`src/rtl/fp_wb_arbiter.sv`:
```
// FP register-file writeback arbiter: round-robin grant across writeback requesters, a
// one-cycle registered write port, and a 32-entry pending-write scoreboard for hazard checks.
module fp_wb_arbiter #(
    parameter int unsigned DATA_W = 16,
    parameter int unsigned NREQ   = 3
) (
    input  logic                   clk,
    input  logic                   rst,
    input  logic [NREQ-1:0]        req_valid,
    output logic [NREQ-1:0]        req_ready,
    input  logic [NREQ*5-1:0]      req_addr,
    input  logic [NREQ*DATA_W-1:0] req_data,
    output logic                   we,
    output logic [4:0]             waddr,
    output logic [DATA_W-1:0]      wdata,
    input  logic                   issue_valid,
    input  logic [4:0]             issue_rd,
    input  logic [4:0]             q_rs1,
    input  logic [4:0]             q_rs2,
    input  logic [4:0]             q_rd,
    output logic                   busy_rs1,
    output logic                   busy_rs2,
    output logic                   busy_rd,
    output logic [31:0]            pending,
    input  logic                   flush
);

    localparam int unsigned PTR_W = (NREQ > 1) ? $clog2(NREQ) : 1;

    logic [PTR_W-1:0]  rr_ptr_q;
    logic [PTR_W-1:0]  grant_idx;
    logic [PTR_W-1:0]  ptr_next;
    logic              grant_any;
    logic [4:0]        sel_addr;
    logic [DATA_W-1:0] sel_data;
    logic [31:0]       pending_d;

    // Two passes: indices at/above the pointer first, then the wrapped-around remainder.
    always_comb begin
        grant_any = 1'b0;
        grant_idx = '0;
        for (int i = 0; i < NREQ; i++) begin
            if (!grant_any && req_valid[i] && (PTR_W'(i) >= rr_ptr_q)) begin
                grant_any = 1'b1;
                grant_idx = PTR_W'(i);
            end
        end
        for (int i = 0; i < NREQ; i++) begin
            if (!grant_any && req_valid[i]) begin
                grant_any = 1'b1;
                grant_idx = PTR_W'(i);
            end
        end
        if (rst || flush) begin
            grant_any = 1'b0;
        end
    end

    always_comb begin
        req_ready = '0;
        sel_addr  = '0;
        sel_data  = '0;
        for (int i = 0; i < NREQ; i++) begin
            req_ready[i] = grant_any && (grant_idx == PTR_W'(i));
            if (grant_idx == PTR_W'(i)) begin
                sel_addr = req_addr[5*i +: 5];
                sel_data = req_data[DATA_W*i +: DATA_W];
            end
        end
    end

    assign ptr_next = (grant_idx == PTR_W'(NREQ - 1)) ? '0 : grant_idx + PTR_W'(1);

    // A new issue to the register being written this edge keeps it pending; flush beats both.
    always_comb begin
        pending_d = pending;
        if (we) begin
            pending_d[waddr] = 1'b0;
        end
        if (issue_valid) begin
            pending_d[issue_rd] = 1'b1;
        end
        if (flush) begin
            pending_d = '0;
        end
    end

    always_ff @(posedge clk) begin
        if (rst) begin
            we       <= 1'b0;
            waddr    <= '0;
            wdata    <= '0;
            pending  <= '0;
            rr_ptr_q <= '0;
        end else begin
            we      <= grant_any;
            pending <= pending_d;
            if (grant_any) begin
                waddr    <= sel_addr;
                wdata    <= sel_data;
                rr_ptr_q <= ptr_next;
            end
        end
    end

    assign busy_rs1 = pending[q_rs1];
    assign busy_rs2 = pending[q_rs2];
    assign busy_rd  = pending[q_rd];

endmodule

```
`config.mk`:
```
export PLATFORM = sky130hd
export DESIGN_NAME = fp_wb_arbiter
export DESIGN_NICKNAME = d
export VERILOG_FILES = /design/src/rtl/fp_wb_arbiter.sv
export SDC_FILE = /design/constraint.sdc
export NUM_CORES = 1
export LEC_CHECK = 0
export ABC_AREA = 0
export CORE_ASPECT_RATIO = 0.75
export CORE_MARGIN = 10
export CORE_UTILIZATION = 48
export CTS_BUF_LIST = sky130_fd_sc_hd__clkbuf_8
export DETAILED_ROUTE_END_ITERATION = 6
export PLACE_DENSITY = 0.89
export SLEW_MARGIN = 10
export SYNTH_ARGS = -nofsm -noshare
export SYNTH_HDL_FRONTEND = slang
export SYNTH_SLANG_ARGS = --single-unit
```
`constraint.sdc`:
```
create_clock -name clk -period 3.2 [get_ports clk]
set_input_delay 0.64 -clock clk [delete_from_list [all_inputs] [get_ports clk]]
set_output_delay 0.64 -clock clk [all_outputs]
set_load 0.02 [all_outputs]
```
==> load_flow_metrics.sql, run 1 <==
INSERT INTO impl_metrics (metric_group, metric, value, unit) VALUES
('timing', 'finalClockSkew', '0.00898', 'ns'),
('timing', 'finalCritPeriodShare', '1.01', ''),
('clock_network', 'cts.root.buffer_cell', 'clkbuf_8', ''),
('logic_synthesis', 'mappedNetlistArea', '3510', 'µm²'),
('global_route', 'grt_pass1_vias', '3843', ''),
('clock_network', 'worst_setup_hold_path_clk_slew', '0.10', 'ns'),
('logic_synthesis', 'post_synth_num_cell_types', '35', ''),
('worst_hold_path', 'hp-start', 'rr_ptr_q[1]', ''),
('power', 'ir_worst_vdd', '240', 'µV'),
('drt', 'drtIter0Drc', '563', ''),
('die', 'design.core.area', '6960', 'µm²'),
('global_route', 'wire_length_of_the_first_global_routing_pass', '21000', 'µm'),
('logic_synthesis', 'synth_seq_area_share', '0.319', ''),
('die', 'fp.dieArea', '11200', 'µm²'),
('logic_synthesis', 'synth_top_area_cell', 'dfxtp_1', ''),
('logic_synthesis', 'synth_area_leaders', 'dfxtp_1 32%, mux4_1 16%, mux2i_1 6.0%', ''),
('logic_synthesis', 'synth_edf_count', '0', ''),
('clock_network', 'cts_max_path_buffers', '2', ''),
('drt', 'drc', '1', ''),
('power', 'power_per_cell_area', '305', 'nW/µm²'),
('setup_path', 'worst_path_cell_trace', 'dlygate4sd2_1, mux4_1, mux2_2, or3_1, and3_1, clkdlybuf4s15_2', ''),
('global_route', 'grt-ovfl-total', '0', ''),
('clock_network', 'cts.hold.buffers_added', '0', ''),
('drt', 'final_antenna_net_count', '0', ''),
('job', 'drv.max_cap_violation_count', '0', ''),
('setup_path', 'critical_setup_path_class', 'in2out', ''),
('setup_path', 'worst-path-buf-inv', '2', ''),
('timing', 'timing.final.setup_violations', '1', ''),
('timing', 'final.setup.worst_slack', '-0.0188', 'ns'),
('finish', 'final_cells', '622', ''),
('worst_hold_path', 'worst_hold_path.num_cells', '2', ''),
('finish', 'post-route-cell-area', '5230', 'µm²'),
('clock_network', 'clock_latency', '0.31', 'ns'),
('die', 'io_pins', '150', ''),
('timing', 'tns', '-0.0188', 'ns'),
('timing', 'drv_slew', '0', ''),
('logic_synthesis', 'yosys.cell_count.top_type', 'dfxtp_1', ''),
('power', 'power.leakage', '1.94', 'nW'),
('die', 'fp.dieH', '94.1', 'µm'),
('setup_path', 'endpoint_kind', 'primary output', ''),
('finish', 'n_antenna_cell', '0', ''),
('finish', 'layout-area-overhead-vs-synth', '48.8', '%'),
('setup_path', 'crit_path_top_delay_cell', 'mux4_1', ''),
('outcome', 'violations', 'design-rule violations, negative setup slack', ''),
('drt', 'postRouteWirelength', '13900', 'µm'),
('setup_path', 'reg2reg_depth', '6', ''),
('setup_path', 'crit_reg_reg_endpoint', 'wdata[2]', ''),
('clock_network', 'cts_tree', 'done', ''),
('logic_synthesis', 'synth_commonest_cells', '56 x dfxtp_1, 41 x a21oi_1, 40 x nand2_1, 32 x o21ai_0', ''),
('placed_design', 'gp_routability_congestion', '0.914', ''),
('logic_synthesis', 'syn_area_per_cell', '9.45', 'µm²'),
('placed_design', 'placement.io_buffers', '149', ''),
('placed_design', 'place_hpwl', '10500', 'µm'),
('setup_path', 'timing.critical_path.required', '2.56', 'ns'),
('clock_network', 'cts_buffers', '5', ''),
('timing', 'worst_slew_pin_slew', '0.716', 'ns'),
('placed_design', 'placed_cells', '614', ''),
('finish', 'fin_nets', '613', ''),
('worst_hold_path', 'min_delay_worst_endpoint', 'rr_ptr_q[1]', ''),
('timing', 'max-slew-margin-rel', '0.521', ''),
('timing', 'fmax', '0.311', 'GHz'),
('setup_path', 'crit-reg2reg-launch', 'rr_ptr_q[1]', ''),
('global_route', 'largest_net_degree_at_the_start_of_global_routing', '40', ''),
('finish', 'layout-drive-gt1-share', '0.0840', ''),
('die', 'initial_standard_cell_utilization_of_the_core', '0.505', ''),
('finish', 'fillerInstances', '521', ''),
('global_route', 'grtUsageTotal', '0.231', ''),
('logic_synthesis', 'area_share_of_the_largest_cell_type_after_synthesis', '0.319', ''),
('setup_path', 'setup_slack_of_the_worst_register_to_register_path', '1.31', 'ns'),
('drt', 'drt-pass1-iter-count', '7', ''),
('outcome', 'run_status', 'complete, but fails checks', '');
[worst max-delay path by stage]
| stage | to | depth (start not counted) | slack [ns] | from |
|---|---|---|---|---|
| 4_1_cts | busy_rs1 | 6 | 0.01 | q_rs1[2] |
| 6_report | busy_rd | 6 | -0.02 | q_rd[2] |
| 3_3_place_gp | busy_rs2 | 7 | -0.50 | q_rs2[1] |
| 3_5_place_dp | busy_rd | 7 | -0.57 | q_rd[1] |
| 2_1_floorplan | busy_rd | 5 | 0.53 | q_rd[1] |
| 5_1_grt | busy_rs1 | 6 | -0.04 | q_rs1[1] |
[kinds of logic after synthesis]
kind of cell	Yosys count	synth area share
flops	56	0.319
simple gates	121	0.197
buf+inv	35	0.0523
mux	48	0.246
compound gates	112	0.186
[report_power, final]
part           switching (mW)  leakage [nW]  total [mW]  internal, mW
registers              0.0271         0.456       0.753         0.726
logic                   0.204          1.44       0.435         0.231
clock network           0.234        0.0486       0.407         0.173
[worst register-to-register path: cells and delay by family, from the launching register on]
| family | cells | cell delay, ns |
|---|---|---|
| compound gates | 3 | 0.58 |
| buf+inv | 1 | 0.28 |
| flops | 1 | 0.40 |
| simple gates | 2 | 0.54 |
[metrics by stage]
stage	total power [mW]	worst slack [ns]	util	hold WS, ns
after CTS	1.59	0.0121	0.751	0.509
final	1.59	-0.0188	0.751	0.521
after global routing	1.65	-0.0357	0.751	0.539
after floorplan	0.958	0.531	-	0.464
after detailed placement	1.20	-0.568	0.738	0.493
after global placement	1.19	-0.500	0.738	0.482
[cells in the final DEF (no fill, tap or decap), types with 4 or more instances in the layout]
master	netlist	layout
o22ai_1	12	12
clkdlybuf4s50_1	0	140
o21ai_1	5	5
mux2i_1	21	21
nand3b_1	5	5
o21ai_0	32	32
nand3_1	9	9
mux4_1	21	21
nor3b_1	4	4
nand2_1	40	40
a21oi_1	41	41
nor2_1	6	6
or4b_1	12	12
inv_1	8	9
or3_1	7	7
buf_4	1	21
nor2b_1	11	11
nand2b_1	15	15
clkbuf_8	0	6
o221ai_1	12	12
and3_1	6	6
dfxtp_1	56	56
[layout make-up]
class / instances / area (µm²) / area share
Clock buffer: 6 / 82.6 / 0.0158
Sequential cell: 56 / 1120 / 0.214
Inverter: 9 / 33.8 / 0.00646
Timing Repair Buffer: 170 / 1640 / 0.313
Multi-Input combinational cell: 281 / 2220 / 0.425
Clock inverter: 2 / 11.3 / 0.00215
Tap cell: 98 / 123 / 0.0235
[what timing repair did]
action | 4_1_cts | 5_1_grt
resized for setup | 18 | 6
setup buffers | 0 | 0
setup endpoints to repair | 3 | 3
[per-layer routing]
metal	vias up	GRT usage	wire, µm
met1	1824	0.273	5130
li1	1740	-	-
met5	-	0	0
met3	50	0.0883	1890
met2	359	0.383	6540
met4	0	0.0710	354
[state kept, by name (all words and copies together) (netlist names)]
name,flops
rr_ptr_q,2
we,1
pending,32
wdata,16
waddr,5
Note: power is estimated with default switching activity, not from simulation.
==> run 2, diff against run 1 <==
--- a/config.mk
+++ b/config.mk
@@ -10,9 +10,11 @@
 export CORE_MARGIN = 10
 export CORE_UTILIZATION = 48
 export CTS_BUF_LIST = sky130_fd_sc_hd__clkbuf_8
+export CTS_CLUSTER_SIZE = 40
 export DETAILED_ROUTE_END_ITERATION = 6
 export PLACE_DENSITY = 0.89
 export SLEW_MARGIN = 10
 export SYNTH_ARGS = -nofsm -noshare
 export SYNTH_HDL_FRONTEND = slang
 export SYNTH_SLANG_ARGS = --single-unit
+export TNS_END_PERCENT = 1
==> constraint.sdc (replaced) <==
create_clock -name clk -period 3.2 [get_ports clk]
set_input_delay 0.64 -clock clk [delete_from_list [all_inputs] [get_ports clk]]
set_output_delay 0.64 -clock clk [all_outputs]
set_load 0.01 [all_outputs]
==> run 2 against run 1 <==
  * The flow now finishes without violations
  * Critical path type unchanged
  * Die area unchanged
  * Largest cell class unchanged
  * Sequential share of layout area about the same
  * Non-clock buffer count decreased by 1
  * Critical endpoint unchanged
  * Total power decreased by 1.7%
==> load_flow_metrics.sql, run 2 (same netlist as run 1, synthesis figures left out) <==
INSERT INTO impl_metrics (metric_group, metric, value, unit) VALUES
('clock_network', 'cts.root.buffer_cell', 'clkbuf_8', ''),
('drt', 'final_antenna_net_count', '0', ''),
('setup_path', 'setup.worst_path.start_class', 'input pin', ''),
('setup_path', 'crit_reg_reg_endpoint', 'wdata[0]', ''),
('global_route', 'grt_pass1_vias', '3972', ''),
('finish', 'post-route-cell-area', '5220', 'µm²'),
('finish', 'layout-drive-gt1-share', '0.0822', ''),
('drt', 'wire_per_inst', '21.5', 'µm'),
('drt', 'drt-pass1-iter-count', '5', ''),
('timing', 'timing.hold.ws', '0.529', 'ns'),
('worst_hold_path', 'min_delay_worst_endpoint', 'rr_ptr_q[1]', ''),
('clock_network', 'cts_htree_levels', '2', ''),
('setup_path', 'critical_setup_path_class', 'in2out', ''),
('setup_path', 'crit-reg2reg-launch', 'rr_ptr_q[1]', ''),
('setup_path', 'critical_path_at', '2.48', 'ns'),
('setup_path', 'worst-path-buf-inv', '2', ''),
('timing', 'fmax', '0.320', 'GHz'),
('finish', 'layout_commonest_cell', 'clkdlybuf4s50_1', ''),
('power', 'share_seq_of_total_power', '0.481', ''),
('global_route', 'largest_net_degree_at_the_start_of_global_routing', '40', ''),
('outcome', 'run_status', 'completed', ''),
('setup_path', 'path_common_cell', 'dlygate4sd2_1', ''),
('finish', 'n_antenna_cell', '0', ''),
('setup_path', 'critical-path-max-stage-delay', '0.55', 'ns'),
('clock_network', 'cts.hold.buffers_added', '0', ''),
('clock_network', 'cts_max_path_buffers', '2', ''),
('finish', 'sequential_cell_area', '1120', 'µm²'),
('power', 'power_per_cell_area', '301', 'nW/µm²'),
('finish', 'fin_nets', '612', ''),
('setup_path', 'timing.critical_path.required', '2.56', 'ns'),
('finish', 'final_cells', '621', ''),
('die', 'fp.dieArea', '11200', 'µm²'),
('die', 'floorplan.die.width', '119', 'µm'),
('timing', 'worst_slew_pin_slew', '0.629', 'ns'),
('drt', 'detail_route.vias_per_cell', '6.24', ''),
('placed_design', 'place_hpwl', '10500', 'µm'),
('worst_hold_path', 'hp-start', 'rr_ptr_q[1]', ''),
('clock_network', 'cts_tree', 'done', ''),
('placed_design', 'placement.io_buffers', '149', ''),
('finish', 'layout-area-overhead-vs-synth', '48.5', '%'),
('setup_path', 'reg2reg_depth', '6', ''),
('global_route', 'grtUsageTotal', '0.227', ''),
('power', 'power_share_of_the_combinational_group', '0.258', ''),
('power', 'power.internal', '1.12', 'mW'),
('setup_path', 'crit_path_top_delay_cell', 'mux4_1', ''),
('setup_path', 'endpoint_kind', 'primary output', ''),
('timing', 'final.min_clock_period', '3.12', 'ns'),
('power', 'ir_worst_vdd', '243', 'µV'),
('placed_design', 'placed_cells', '613', ''),
('worst_hold_path', 'worst_hold_path.num_cells', '2', ''),
('power', 'power.share.switching', '0.288', ''),
('timing', 'unrepaired_setup_endpoints_after_global_routing', 'false', ''),
('setup_path', 'critical_path_peak_fanout', '2', ''),
('global_route', 'antenna_found_initial', '0', ''),
('global_route', 'wire_length_of_the_first_global_routing_pass', '20800', 'µm'),
('timing', 'drv_slew', '0', ''),
('drt', 'drc', '0', ''),
('finish', 'largest-register', 'pending', ''),
('power', 'switching_power', '452', 'µW'),
('finish', 'largest_reg_flops', '32', ''),
('timing', 'report.final.hold_viol_count', '0', ''),
('finish', 'fillerInstances', '477', ''),
('placed_design', 'gp_routability_congestion', '0.939', ''),
('finish', 'mostFrequentLayoutCells', '140 x clkdlybuf4s50_1, 56 x dfxtp_1, 41 x a21oi_1, 40 x nand2_1, 32 x o21ai_0', ''),
('setup_path', 'setup_slack_of_the_worst_register_to_register_path', '1.33', 'ns'),
('die', 'fp.dieH', '94.1', 'µm'),
('die', 'initial_standard_cell_utilization_of_the_core', '0.505', ''),
('timing', 'max-slew-margin-rel', '0.579', ''),
('timing', 'tns', '0', 'ns'),
('die', 'placementRows', '26', ''),
('job', 'drv.max_cap_violation_count', '0', ''),
('clock_network', 'worst_setup_hold_path_clk_slew', '0.11', 'ns'),
('die', 'io_pins', '150', ''),
('die', 'design.core.area', '6960', 'µm²'),
('power', 'power.clock.fraction', '0.261', ''),
('timing', 'finalClockSkew', '0.0151', 'ns'),
('clock_network', 'cts_buffers', '5', ''),
('placed_design', 'dp_area', '5130', 'µm²'),
('drt', 'vias', '3876', ''),
('setup_path', 'worst_path_cell_trace', 'dlygate4sd2_1, mux4_1, mux2_2, or3_1, and3_1, dlygate4sd2_1', ''),
('power', 'power.leakage', '1.93', 'nW'),
('finish', 'multi_input_comb_area', '2220', 'µm²'),
('timing', 'finalCritPeriodShare', '0.976', ''),
('drt', 'drtIter0Drc', '340', ''),
('finish', 'largest_registers', 'pending x32, wdata x16, waddr x5', ''),
('worst_hold_path', 'holdCritPathClass', 'reg2reg', ''),
('finish', 'final_util', '0.749', ''),
('clock_network', 'clock_sinks', '56', ''),
('global_route', 'grt-ovfl-total', '0', ''),
('clock_network', 'clock_latency', '0.32', 'ns'),
('setup_path', 'critPathTopFamily', 'multiplexers', ''),
('drt', 'postRouteWirelength', '13400', 'µm'),
('timing', 'timing.final.setup_violations', '0', '');
-- run 2: how the worst max path moves through the flow --
stage               startpoint  cells after the start        to  slack (ns)
floorplan              q_rd[1]                      5   busy_rd        0.57
global placement      q_rs2[1]                      7  busy_rs2       -0.44
detailed placement    q_rs2[1]                      7  busy_rs2       -0.56
CTS                    q_rd[1]                      7   busy_rd      0.0009
global route           q_rd[2]                      6   busy_rd        0.02
finish                 q_rd[2]                      6   busy_rd        0.08
-- run 2: final cells by class --
class                           count  area share
Timing Repair Buffer              169       0.312
Multi-Input combinational cell    281       0.425
Inverter                            9     0.00647
Clock buffer                        5      0.0132
Sequential cell                    56       0.215
Tap cell                           98      0.0235
Clock inverter                      3     0.00504
-- run 2: per-layer routing --
layer	GRT usage	vias to the layer above	part of all wire	wire [µm]
met2	0.391	311	0.47	6270
met3	0.0823	48	0.13	1740
li1	-	1737	-	-
met4	0.0639	0	0.029	392
met5	0	-	0	0
met1	0.262	1780	0.37	4960
-- run 2: through the flow --
stage               power (mW)  setup WS, ns
finish                    1.57        0.0754
global route              1.64        0.0230
CTS                       1.57      0.000902
detailed placement        1.17        -0.560
global placement          1.16        -0.439
floorplan                0.933         0.568
-- run 2: repair_timing --
action                     in CTS  in global routing
cloned                          0                  0
resized for setup              17                  4
setup buffers                   0                  0
setup endpoints to repair       3                  2
-- run 2: worst reg2reg max path, delay by kind of cell, from the launching register on --
| family | cells | cell delay, ns |
|---|---|---|
| flip-flops | 1 | 0.41 |
| buffers and inverters | 1 | 0.28 |
| AND/OR/NAND/NOR | 2 | 0.54 |
| AO/OA/AOI/OAI | 3 | 0.56 |
-- run 2: power groups by stage --
stage | Clock [mW] | Sequential [mW] | Combinational, mW
after floorplan | 0 | 0.775 | 0.158
after global placement | 0 | 0.765 | 0.393
after detailed placement | 0 | 0.767 | 0.404
after CTS | 0.411 | 0.752 | 0.403
after global routing | 0.446 | 0.757 | 0.431
final | 0.409 | 0.754 | 0.405
==> run 3, diff against run 2 <==
--- a/config.mk
+++ b/config.mk
@@ -12,7 +12,8 @@
 export CTS_BUF_LIST = sky130_fd_sc_hd__clkbuf_8
 export CTS_CLUSTER_SIZE = 40
 export DETAILED_ROUTE_END_ITERATION = 6
-export PLACE_DENSITY = 0.89
+export MAX_ROUTING_LAYER = met4
+export PLACE_DENSITY_LB_ADDON = 0.25
 export SLEW_MARGIN = 10
 export SYNTH_ARGS = -nofsm -noshare
 export SYNTH_HDL_FRONTEND = slang
==> run 3 against run 2 <==
  * Non-clock buffer count decreased by 3
  * Wire length decreased by 0.82%
  * Core utilization decreased by 0.41 points
  * Clock skew decreased by 0.0096 ns
  * Critical path depth unchanged
  * Clock power decreased by 4.9%
  * Die area unchanged
  * Cell area decreased by 0.55%
  * Largest power group unchanged
  * Highest routed layer unchanged
==> load_flow_metrics.sql, run 3 (same netlist as run 1, synthesis figures left out) <==
INSERT INTO impl_metrics (metric_group, metric, value, unit) VALUES
('timing', 'timing.hold.ws', '0.517', 'ns'),
('clock_network', 'cts.root.buffer_cell', 'clkbuf_8', ''),
('drt', 'route.met2.wl', '6350', 'µm'),
('finish', 'layout-area-overhead-vs-synth', '47.6', '%'),
('die', 'fp.dieH', '94.1', 'µm'),
('clock_network', 'cts_buffers', '5', ''),
('placed_design', 'dp_area', '5100', 'µm²'),
('drt', 'routed.top_layer', 'met4', ''),
('drt', 'detail_route.wirelength.met1', '5270', 'µm'),
('worst_hold_path', 'holdCritPathClass', 'reg2reg', ''),
('clock_network', 'worst_setup_hold_path_clk_slew', '0.10', 'ns'),
('timing', 'finalCritPeriodShare', '0.983', ''),
('timing', 'final.min_clock_period', '3.15', 'ns'),
('die', 'io_pins', '150', ''),
('clock_network', 'cts_htree_levels', '2', ''),
('global_route', 'wire_length_of_the_first_global_routing_pass', '20700', 'µm'),
('setup_path', 'crit_path_top_delay_cell', 'mux4_1', ''),
('drt', 'drt-pass1-iter-count', '5', ''),
('timing', 'finalClockSkew', '0.00553', 'ns'),
('setup_path', 'reg2reg_depth', '6', ''),
('drt', 'wire_per_inst', '21.5', 'µm'),
('timing', 'drv_slew', '0', ''),
('finish', 'largest_reg_flops', '32', ''),
('job', 'drv.max_cap_violation_count', '0', ''),
('finish', 'largest_registers', 'pending x32, wdata x16, waddr x5', ''),
('setup_path', 'setup.worst_path.start_class', 'input pin', ''),
('power', 'ir_worst_vdd', '197', 'µV'),
('outcome', 'run_status', 'completed', ''),
('finish', 'mostFrequentLayoutCells', '140 x clkdlybuf4s50_1, 56 x dfxtp_1, 41 x a21oi_1, 40 x nand2_1, 32 x o21ai_0', ''),
('setup_path', 'crit_reg_reg_endpoint', 'wdata[1]', ''),
('setup_path', 'critPathTopFamily', 'multiplexers', ''),
('die', 'fp.dieArea', '11200', 'µm²'),
('power', 'power_per_cell_area', '298', 'nW/µm²'),
('timing', 'report.final.hold_viol_count', '0', ''),
('timing', 'max-slew-margin-rel', '0.534', ''),
('die', 'design.core.area', '6960', 'µm²'),
('finish', 'layout-drive-gt1-share', '0.0886', ''),
('worst_hold_path', 'worst_hold_path.num_cells', '2', ''),
('worst_hold_path', 'min_delay_worst_endpoint', 'rr_ptr_q[0]', ''),
('finish', 'fin_nets', '609', ''),
('setup_path', 'critical_setup_path_class', 'in2out', ''),
('drt', 'detail_route.vias_per_cell', '6.14', ''),
('die', 'floorplan.die.width', '119', 'µm'),
('worst_hold_path', 'hp-start', 'rr_ptr_q[0]', ''),
('clock_network', 'clock_sinks', '56', ''),
('setup_path', 'crit-reg2reg-launch', 'rr_ptr_q[1]', ''),
('timing', 'unrepaired_setup_endpoints_after_global_routing', 'false', ''),
('setup_path', 'endpoint_kind', 'primary output', ''),
('setup_path', 'setup_slack_of_the_worst_register_to_register_path', '1.37', 'ns'),
('global_route', 'grt_pass1_vias', '3808', ''),
('global_route', 'grt-ovfl-total', '0', ''),
('setup_path', 'worst_path_cell_trace', 'clkdlybuf4s18_2, mux4_1, mux2_2, or3_1, and3_1, dlygate4sd2_1', ''),
('placed_design', 'place_hpwl', '10300', 'µm'),
('setup_path', 'worst-path-buf-inv', '2', ''),
('clock_network', 'clock_latency', '0.32', 'ns'),
('drt', 'vias', '3787', ''),
('setup_path', 'critical_path_peak_fanout', '5', ''),
('timing', 'fmax', '0.318', 'GHz'),
('clock_network', 'cts_tree', 'done', ''),
('finish', 'post-route-cell-area', '5190', 'µm²'),
('timing', 'worst_slew_pin_slew', '0.696', 'ns'),
('drt', 'postRouteWirelength', '13300', 'µm'),
('setup_path', 'critical_path_at', '2.51', 'ns'),
('drt', 'met3_length', '1250', 'µm'),
('clock_network', 'cts_max_path_buffers', '2', ''),
('drt', 'drc', '0', ''),
('power', 'power.leakage', '1.87', 'nW'),
('global_route', 'largest_net_degree_at_the_start_of_global_routing', '40', ''),
('die', 'placementRows', '26', ''),
('placed_design', 'placement.io_buffers', '149', ''),
('drt', 'drtIter0Drc', '393', ''),
('global_route', 'grtUsageTotal', '0.235', ''),
('placed_design', 'gp_routability_congestion', '0.925', ''),
('finish', 'n_antenna_cell', '0', ''),
('finish', 'largest-register', 'pending', ''),
('drt', 'final_antenna_net_count', '0', ''),
('global_route', 'antenna_found_initial', '0', ''),
('setup_path', 'critical-path-max-stage-delay', '0.59', 'ns'),
('timing', 'timing.final.setup_violations', '0', ''),
('setup_path', 'timing.critical_path.required', '2.56', 'ns'),
('finish', 'layout_commonest_cell', 'clkdlybuf4s50_1', ''),
('die', 'initial_standard_cell_utilization_of_the_core', '0.505', ''),
('timing', 'tns', '0', 'ns');
[run 3: timing repair]
item,4_1_cts,5_1_grt
gates resized for setup,27,5
endpoints found under the setup margin,3,2
hold buffers,0,0
cloned,0,0
buffers inserted,1,0
pin swaps,2,0
[run 3: worst reg2reg max path: stages, from the launching register on]
cell and delay (ns):
dfxtp_1 0.39, nand2b_1 0.15, a21oi_1 0.07, o21ai_1 0.16
buf_4 0.28, nand2_1 0.38, o221ai_1 0.32
[run 3: per-stage QoR]
step / power (mW) / utilization / std cells / setup WS (ns)
2_1_floorplan: 0.933 / - / 372 / 0.568
3_3_place_gp: 1.16 / 0.732 / 609 / -0.456
3_5_place_dp: 1.17 / 0.732 / 609 / -0.608
4_1_cts: 1.54 / 0.746 / 617 / 0.0398
5_1_grt: 1.60 / 0.745 / 617 / 0.0229
6_report: 1.55 / 0.745 / 617 / 0.0543
[run 3: area by class of cell]
class                   count  area [µm²]
multi-input cells         281        2210
fillers                   547        1770
repair buffers            166        1620
flip-flops and latches     56        1120
well taps                  98         123
clock buffers               5        68.8
inverters                   9        33.8
clock inverters             2        12.5
[run 3: worst max-delay path by stage]
stage,start,to,slack [ns],depth (start not counted)
4_1_cts,q_rs2[1],busy_rs2,0.04,6
3_5_place_dp,q_rs1[1],busy_rs1,-0.61,7
3_3_place_gp,q_rd[1],busy_rd,-0.46,7
5_1_grt,q_rd[1],busy_rd,0.02,7
2_1_floorplan,q_rd[1],busy_rd,0.57,5
6_report,q_rd[1],busy_rd,0.05,6
[run 3: report_power, final]
group          switching, mW  total [mW]  internal (mW)
Clock                  0.240       0.389          0.149
Combinational          0.176       0.406          0.230
Sequential            0.0260       0.752          0.726
Total                  0.442        1.55           1.10
[run 3: per-layer routing]
layer / vias up / global-route usage
li1: 1722 / -
met1: 1767 / 0.288
met2: 257 / 0.375
met3: 41 / 0.0486
met4: 0 / 0.0882
met5: - / -
